`config.mk`:
```
export PLATFORM = sky130hd
export DESIGN_NAME = gc_send
export DESIGN_NICKNAME = d
export VERILOG_FILES = /design/src/rtl/gc_send.sv
export SDC_FILE = /design/constraint.sdc
export NUM_CORES = 1
export LEC_CHECK = 0
export ABC_AREA = 1
export CAP_MARGIN = 40
export CELL_PAD_IN_SITES_DETAIL_PLACEMENT = 1
export CELL_PAD_IN_SITES_GLOBAL_PLACEMENT = 1
export CORE_ASPECT_RATIO = 1.25
export CORE_MARGIN = 2
export CORE_UTILIZATION = 36
export DETAILED_ROUTE_END_ITERATION = 7
export HOLD_SLACK_MARGIN = 0.15
export PLACE_DENSITY = 0.77
export SYNTH_ARGS = -nofsm -noshare
export SYNTH_HDL_FRONTEND = slang
export SYNTH_SLANG_ARGS = --single-unit
```
`constraint.sdc`:
```
create_clock -name clk -period 1.65 [get_ports clk]
set_input_delay 0.2475 -clock clk [delete_from_list [all_inputs] [get_ports clk]]
set_output_delay 0.2475 -clock clk [all_outputs]
set_load 0.03 [all_outputs]
```
`src/rtl/gc_send.sv`:
```
// GameCube controller line transmitter: serialises a command MSB first plus
// a stop bit on the open-drain data line, then holds off for the response.
module gc_send #(
  parameter int CYCLES_PER_US = 100,
  parameter int RELEASE_HOLD  = 20,
  parameter int GAP_CYCLES    = 50000
) (
  input  logic        clk,
  input  logic        rst,
  input  logic        start,
  input  logic [23:0] cmd,
  input  logic [4:0]  cmd_bits,
  output logic        data_oe,
  output logic        send,
  output logic        busy,
  output logic        done
);

  localparam int U3 = 3 * CYCLES_PER_US;
  localparam int M1 = (U3 > RELEASE_HOLD) ? U3 : RELEASE_HOLD;
  localparam int MAXC = (M1 > GAP_CYCLES) ? M1 : GAP_CYCLES;
  localparam int CW = (MAXC < 2) ? 1 : $clog2(MAXC + 1);

  localparam logic [CW-1:0] C1 = CW'(CYCLES_PER_US - 1);
  localparam logic [CW-1:0] C3 = CW'(U3 - 1);
  localparam logic [CW-1:0] CH = CW'(RELEASE_HOLD - 1);
  localparam logic [CW-1:0] CG = CW'(GAP_CYCLES - 1);

  typedef enum logic [2:0] {
    IDLE,
    BIT_LOW,
    BIT_HIGH,
    STOP_LOW,
    HOLD,
    GAP
  } state_t;

  state_t        state;
  logic [CW-1:0] cnt;
  logic [23:0]   shreg;
  logic [4:0]    left;
  logic [4:0]    n_clamp;
  logic          last_bit;

  assign n_clamp  = (cmd_bits > 5'd24) ? 5'd24 : cmd_bits;
  assign last_bit = (left == 5'd1);

  // A 1 bit is short-low/long-high, a 0 bit the reverse.
  function automatic logic [CW-1:0] low_len(input logic b);
    return b ? C1 : C3;
  endfunction

  function automatic logic [CW-1:0] high_len(input logic b);
    return b ? C3 : C1;
  endfunction

  always_ff @(posedge clk) begin
    if (rst) begin
      state   <= IDLE;
      cnt     <= '0;
      shreg   <= '0;
      left    <= '0;
      data_oe <= 1'b0;
      send    <= 1'b0;
      busy    <= 1'b0;
      done    <= 1'b0;
    end else begin
      done <= 1'b0;
      unique case (state)
        IDLE: begin
          if (start) begin
            shreg   <= cmd;
            left    <= n_clamp;
            busy    <= 1'b1;
            send    <= 1'b1;
            data_oe <= 1'b1;
            if (n_clamp == 5'd0) begin
              state <= STOP_LOW;
              cnt   <= C1;
            end else begin
              state <= BIT_LOW;
              cnt   <= low_len(cmd[23]);
            end
          end
        end
        BIT_LOW: begin
          if (cnt == '0) begin
            state   <= BIT_HIGH;
            data_oe <= 1'b0;
            cnt     <= high_len(shreg[23]);
          end else begin
            cnt <= cnt - 1'b1;
          end
        end
        BIT_HIGH: begin
          if (cnt == '0) begin
            shreg   <= {shreg[22:0], 1'b0};
            left    <= left - 5'd1;
            data_oe <= 1'b1;
            if (last_bit) begin
              state <= STOP_LOW;
              cnt   <= C1;
            end else begin
              state <= BIT_LOW;
              cnt   <= low_len(shreg[22]);
            end
          end else begin
            cnt <= cnt - 1'b1;
          end
        end
        STOP_LOW: begin
          if (cnt == '0) begin
            state   <= HOLD;
            data_oe <= 1'b0;
            cnt     <= CH;
          end else begin
            cnt <= cnt - 1'b1;
          end
        end
        HOLD: begin
          // Keep send up while the pull-up and receiver sync settle.
          if (cnt == '0) begin
            state <= GAP;
            send  <= 1'b0;
            done  <= 1'b1;
            cnt   <= CG;
          end else begin
            cnt <= cnt - 1'b1;
          end
        end
        GAP: begin
          if (cnt == '0) begin
            state <= IDLE;
            busy  <= 1'b0;
          end else begin
            cnt <= cnt - 1'b1;
          end
        end
        default: begin
          state   <= IDLE;
          cnt     <= '0;
          data_oe <= 1'b0;
          send    <= 1'b0;
          busy    <= 1'b0;
        end
      endcase
    end
  end

endmodule
```
---- Yosys cells after proc, flatten, opt, wreduce, memory -nomap -nowiden ----
Index checks and enable logic that the tools add are counted.
storage, ports and cells
  bits of input ports ..................... 32
  flip-flop bits (word level) ............. 52
cells by class
  add/subtract/negate cells ............... 2
  order comparisons ....................... 1
  equality and inequality tests ........... 14
  mux-type cells .......................... 35
  bitwise gates (word level) .............. 4
  reduce and logical (&&, ||, !) cells .... 15
operators by type and width
  operator                                               count
  two-way mux 16 bit                                     6
  case mux 16 bit (6 select lines)                       1
  two-way mux 24 bit                                     2
  case mux 24 bit (2 select lines)                       1
  two-way mux 9 bit                                      5
  two-way mux 3 bit                                      6
  case mux 3 bit (6 select lines)                        1
  logical NOT 16 bit                                     1
  subtractor 16 x 1 -> 16 bit (second input constant)    1
  two-way mux 5 bit                                      3
  inequality test 2 bit (second input constant)          7
  case mux 5 bit (2 select lines)                        1
  AND reduction 3 bit                                    3
  OR reduction 4 bit                                     2
  == test 3 x 2 -> 1 bit (second input constant)         2
  == test 3 bit (second input constant)                  2
  case mux 1 bit (3 select lines)                        2
  AND reduction 6 bit                                    1
  OR reduction 2 bit                                     3
  == test 5 x 1 -> 1 bit (second input constant)         1
  greater-than comparator 5 bit (second input constant)  1
  logical NOT 5 bit                                      1
  subtractor 5 x 1 -> 5 bit (second input constant)      1
  two-way mux 1 bit                                      4
  other kinds (9)                                        13

---- Depth between registers and ports, before layout ----
  depth after elaboration ................. 6
  depth in mapped cells ................... 13

---- Least setup slack after synthesis ----
OpenSTA, ideal clock, no wires.
  kind .................................... reg2reg
  from .................................... reg cnt[0]
  to ...................................... reg shreg[15]
  stages on the path, launching flop included .. 13
  arrival ................................. 1583 ps
  period minus slack after synthesis ...... 1696 ps
  setup time .............................. 113 ps
  path buffers ............................ 1
  path slack .............................. -46 ps
  cell sequence ........................... dfxtp_1 > inv_1 > ha_1 > nand2_4 > nor2_8 > nand2_4 > nand2_2 > nand2_2 > inv_4 > nand2_8 > buf_4 > o21ai_1 > nor2_1
between the ends
  longest elaborated chain between the ends .. 3
RTL lines
  what                                    RTL line  source
  start: declaration                      39        logic [CW-1:0] cnt;
  start signal: assignment                82        cnt <= low_len(cmd[23]);
  start signal: assignment                90        cnt <= high_len(shreg[23]);
  start signal: assignment                92        cnt <= cnt - 1'b1;
  logical NOT 16 bit                      96        if (cnt == '0) begin
  inequality test 2 bit (no source line)  --
  AND reduction 3 bit (no source line)    --
  end signal: assignment                  72        shreg <= cmd;
  end signal: assignment                  97        shreg <= {shreg[22:0], 1'b0};
  end: declaration                        40        logic [23:0] shreg;
No other way between the ends.
A chain may end at the register's enable or synchronous reset.

---- Worst setup path in the final report ----
  from .................................... reg state[2]
  to ...................................... reg shreg[14]
between the ends
  longest elaborated chain between the ends .. 3
RTL lines
  what                                                                                 RTL line  source
  start: declaration                                                                   38        state_t state;
  start signal: assignment                                                             59        state <= IDLE;
  start signal: assignment                                                             78        state <= STOP_LOW;
  start signal: assignment                                                             81        state <= BIT_LOW;
  == test 3 x 2 -> 1 bit / logical NOT 3 bit (equally long branches)                   69        unique case (state)
  inequality test 2 bit (no source line) / nonzero test 2 bit (equally long branches)  --
  AND reduction 3 bit (no source line)                                                 --
Several ways; a longest one is shown, not always the timed one.

==> summary.txt <==
Route
  – DR WL/cell: 16.3 um
  – M1 WL: 4370 um
  – Via count: roughly 3.6k
  – DRC: 0
  – 1st-iter DRT viols: 125
  – Via density: 5.19
  – Met3 wire length: ~340 um
  – Post-DRT Antenna Nets: 0
  – Total length of routed met2 wires: 6120 um
  – First-pass DRT Iterations: 4
  – Detailed-route wire length: 11200 um
  – Max Used Layer: met4

Critical path
  – Worst Reg-to-Reg Cells: 11
  – Kind of critical path: flip-flop to flip-flop
  – Crit path DAT: approximately 1.9 ns
  – Worst Path Max Fanout: 5
  – Startpoint class of the critical path: flip-flop
  – Reg-to-reg critical path endpoint: shreg[14]$_SDFFE_PP0P_
  – Req. time, crit path: 1.88 ns
  – R2r setup slk: -0.06 ns
  – Critical path endpoint category: flip-flop
  – Reg2reg start: state[2]$_SDFFE_PP0P_

Final layout
  – Final nets: between 600 and 700
  – Syn-to-layout area delta: 47.8%
  – Filler cells: between 1k and 1.5k
  – Final instance area: 0.00463 sq mm
  – Final Util: 54.1%
  – Footprint of the multi-input gates: between 0.002 and 0.0025 sq mm
  – Seq. cell area: 0.00106 sq mm
  – ANT cells: 0
  – Share of layout cells above drive strength 1: 30.7%

Floorplan
  – # IOs: 36
  – Initial Utilization: 36.6%
  – DIE WIDTH: 87.4 um
  – Row cnt: 38
  – Die Ht: about 110 um
  – Area of the die: 0.00947 sq mm
  – Core area: 0.00856 sq mm

Synthesis
  – EDFF count, synth: 0
  – #FFs+latches synth: 52
  – Syn. warnings: 0
  – Cells after synthesis: 491
  – Seq/Total Area, Yosys: 33.2%
  – Library cells used by synthesis: 31
  – Post-synth top cells: 154 x nand2_1, 76 x nor2_1, 52 x dfxtp_1
  – Main synth FF type: dfxtp_1
  – Ys async rst share: 0%
  – Most numerous cell in the Yosys netlist: nand2_1
  – Mapped cell area: 0.00313 sq mm
  – Top-area cell type share of the netlist area: 33.2%
  – Synth area leaders: dfxtp_1 33%, nand2_1 18%, nor2_1 9.1%
  – Synth Area per Inst: 6.38 sq um
  – Cell accounting for the most synthesized area: dfxtp_1
  – Post-Syn Nets: 526

STA
  – Max Transition Viols Final: 0
  – Final period util: 103%
  – Unrepaired setup endpoints after global routing: yes
  – Clock skew: roughly 0.014 ns
  – Final Hold Vio Count: 0
  – Relative slew slack: 77.8%
  – Achievable frequency: 0.586 GHz
  – Worst slew pin tran: about 0.33 ns
  – Final setup violation count: 16
  – Tmin final: ~1.7 ns
  – Final critical-path setup slack: -0.0555 ns

GRT
  – Largest net degree at the start of global routing: 37
  – GRT Overall Usage: 22.1%
  – Initial antenna violation count: 0
  – Vias in the first global route: 3674
  – Total global routing overflow: 0
  – First-pass GRT wire length: 16800 um

Min path
  – Hold Crit Class: flip-flop to flip-flop
  – Hold endpoint: shreg[5]$_SDFFE_PP0P_
  – Hold Path Origin: shreg[5]$_SDFFE_PP0P_
  – Hold-critical path depth: 2

Clocking
  – CTS clock-pin slew for the worst setup and hold paths: 0.11 ns
  – Hold-fix buffers, CTS: 0
  – Root buffer cell: clkbuf_8
  – H-tree Lvls: 2
  – Clock tree buffer depth: 2
  – CTS tree: built
  – Total clock sinks: 52
  – Worst-Skew Late Latency: ~0.33 ns
  – Total CTS buffers: 5

Power and ir drop
  – Peak supply drop: 0.833 mV
  – Lkg Pwr: ~2.2 nW
  – Power Density: around 2500 mW/mm^2

Placed design
  – Final HPWL from detailed placement: roughly 7400 um
  – Routability cong.: 0.880
  – Number of buffers added on ports: 35
  – DP Area: 0.00404 sq mm

Status
  – Violated checks: negative setup slack
  – Status: finished, violations left

Job
  – Maximum capacitance violations: 0
## worst max-delay path, stage by stage (launching register included)
cell and delay, ns:
dfxtp_4 0.37, buf_12 0.12, nor2_8 0.12, nand2_4 0.06
or2_4 0.28, nand2_4 0.09, inv_8 0.05, nand2_8 0.10
clkinv_8 0.08, clkbuf_16 0.17, nor2_2 0.09, nor2_1 0.05
## power by group
part	switching, mW	internal, mW	leakage (nW)	total, mW
Combinational	4.68	3.58	1.66	8.26
Sequential	0.515	1.87	0.434	2.39
Clock	0.488	0.598	0.0642	1.09
Total	5.68	6.05	2.15	11.7
## sequential cells by signal, summed over array words and instances, names as in the netlist
name,cells
shreg,24
cnt,16
left,5
state,3
busy,1
data_oe,1
done,1
send,1
## how the worst max path moves through the flow
stage               depth (start not counted)                endpoint             startpoint
detailed placement                         10     cnt[8]$_SDFFE_PP0P_            cmd_bits[3]
global placement                           10     cnt[8]$_SDFFE_PP0P_            cmd_bits[3]
floorplan                                  12  shreg[15]$_SDFFE_PP0P_    cnt[0]$_SDFFE_PP0P_
CTS                                        10     cnt[3]$_SDFFE_PP0P_    cnt[1]$_SDFFE_PP0P_
global route                               11   shreg[7]$_SDFFE_PP0P_   cnt[13]$_SDFFE_PP0P_
finish                                     11  shreg[14]$_SDFFE_PP0P_  state[2]$_SDFFE_PP0P_
## area by class of cell
class | count | area share (%)
Timing Repair Buffer | 105 | 22.0
Inverter | 37 | 3.54
Clock buffer | 5 | 1.49
Sequential cell | 52 | 22.9
Multi-Input combinational cell | 385 | 45.9
Timing Repair inverter | 1 | 0.189
Tap cell | 100 | 2.70
Clock inverter | 2 | 1.30
## repair_timing
| action | 4_1_cts | 5_1_grt |
|---|---|---|
| pin swaps | 7 | 21 |
| setup buffers | 0 | 9 |
| gates cloned | 0 | 3 |
| resized for setup | 19 | 95 |
| setup endpoints to repair | 36 | 46 |
## through the flow
stage	hold slack, ns	cells	worst slack, ns	setup TNS, ns	total power, mW
final	0.469	687	-0.0555	-0.283	11.7
after detailed placement	0.460	668	-0.168	-1.20	8.91
after global placement	0.437	668	-0.163	-0.437	8.69
after floorplan	0.407	491	0.0350	0	6.38
after global routing	0.498	687	-0.136	-3.37	12.6
after CTS	0.474	675	-0.00397	-0.00397	10.2
## cell usage in the layout (no fill, tap or decap), types with 20 or more instances in the layout
cell type,count
nand2_1,139
buf_4,54
nor2_1,48
dfxtp_1,40
clkdlybuf4s50_1,35
nand3_1,29
inv_1,26
o21ai_1,26
a21oi_1,24
nor2_4,20
## kinds of logic (layout without fill, tap and decap cells)
logic type | count (synthesis) | in the layout | share of synthesized area (%)
buffers and inverters | 55 | 150 | 8.43
DFF | 52 | 52 | 33.2
AOI/OAI and AO/OA | 76 | 76 | 12.8
adders and majority gates | 3 | 3 | 1.20
xor gates and xnor gates | 11 | 11 | 3.08
and+or+nand+nor | 294 | 295 | 41.3
## routing by layer
| layer | up-vias | track usage (%) |
|---|---|---|
| met2 | 63 | 42.0 |
| met1 | 1731 | 24.1 |
| li1 | 1750 | - |
| met5 | - | 0 |
| met3 | 22 | 3.44 |
| met4 | 0 | 7.80 |
No activity file was read; power rests on OpenSTA's default activity.
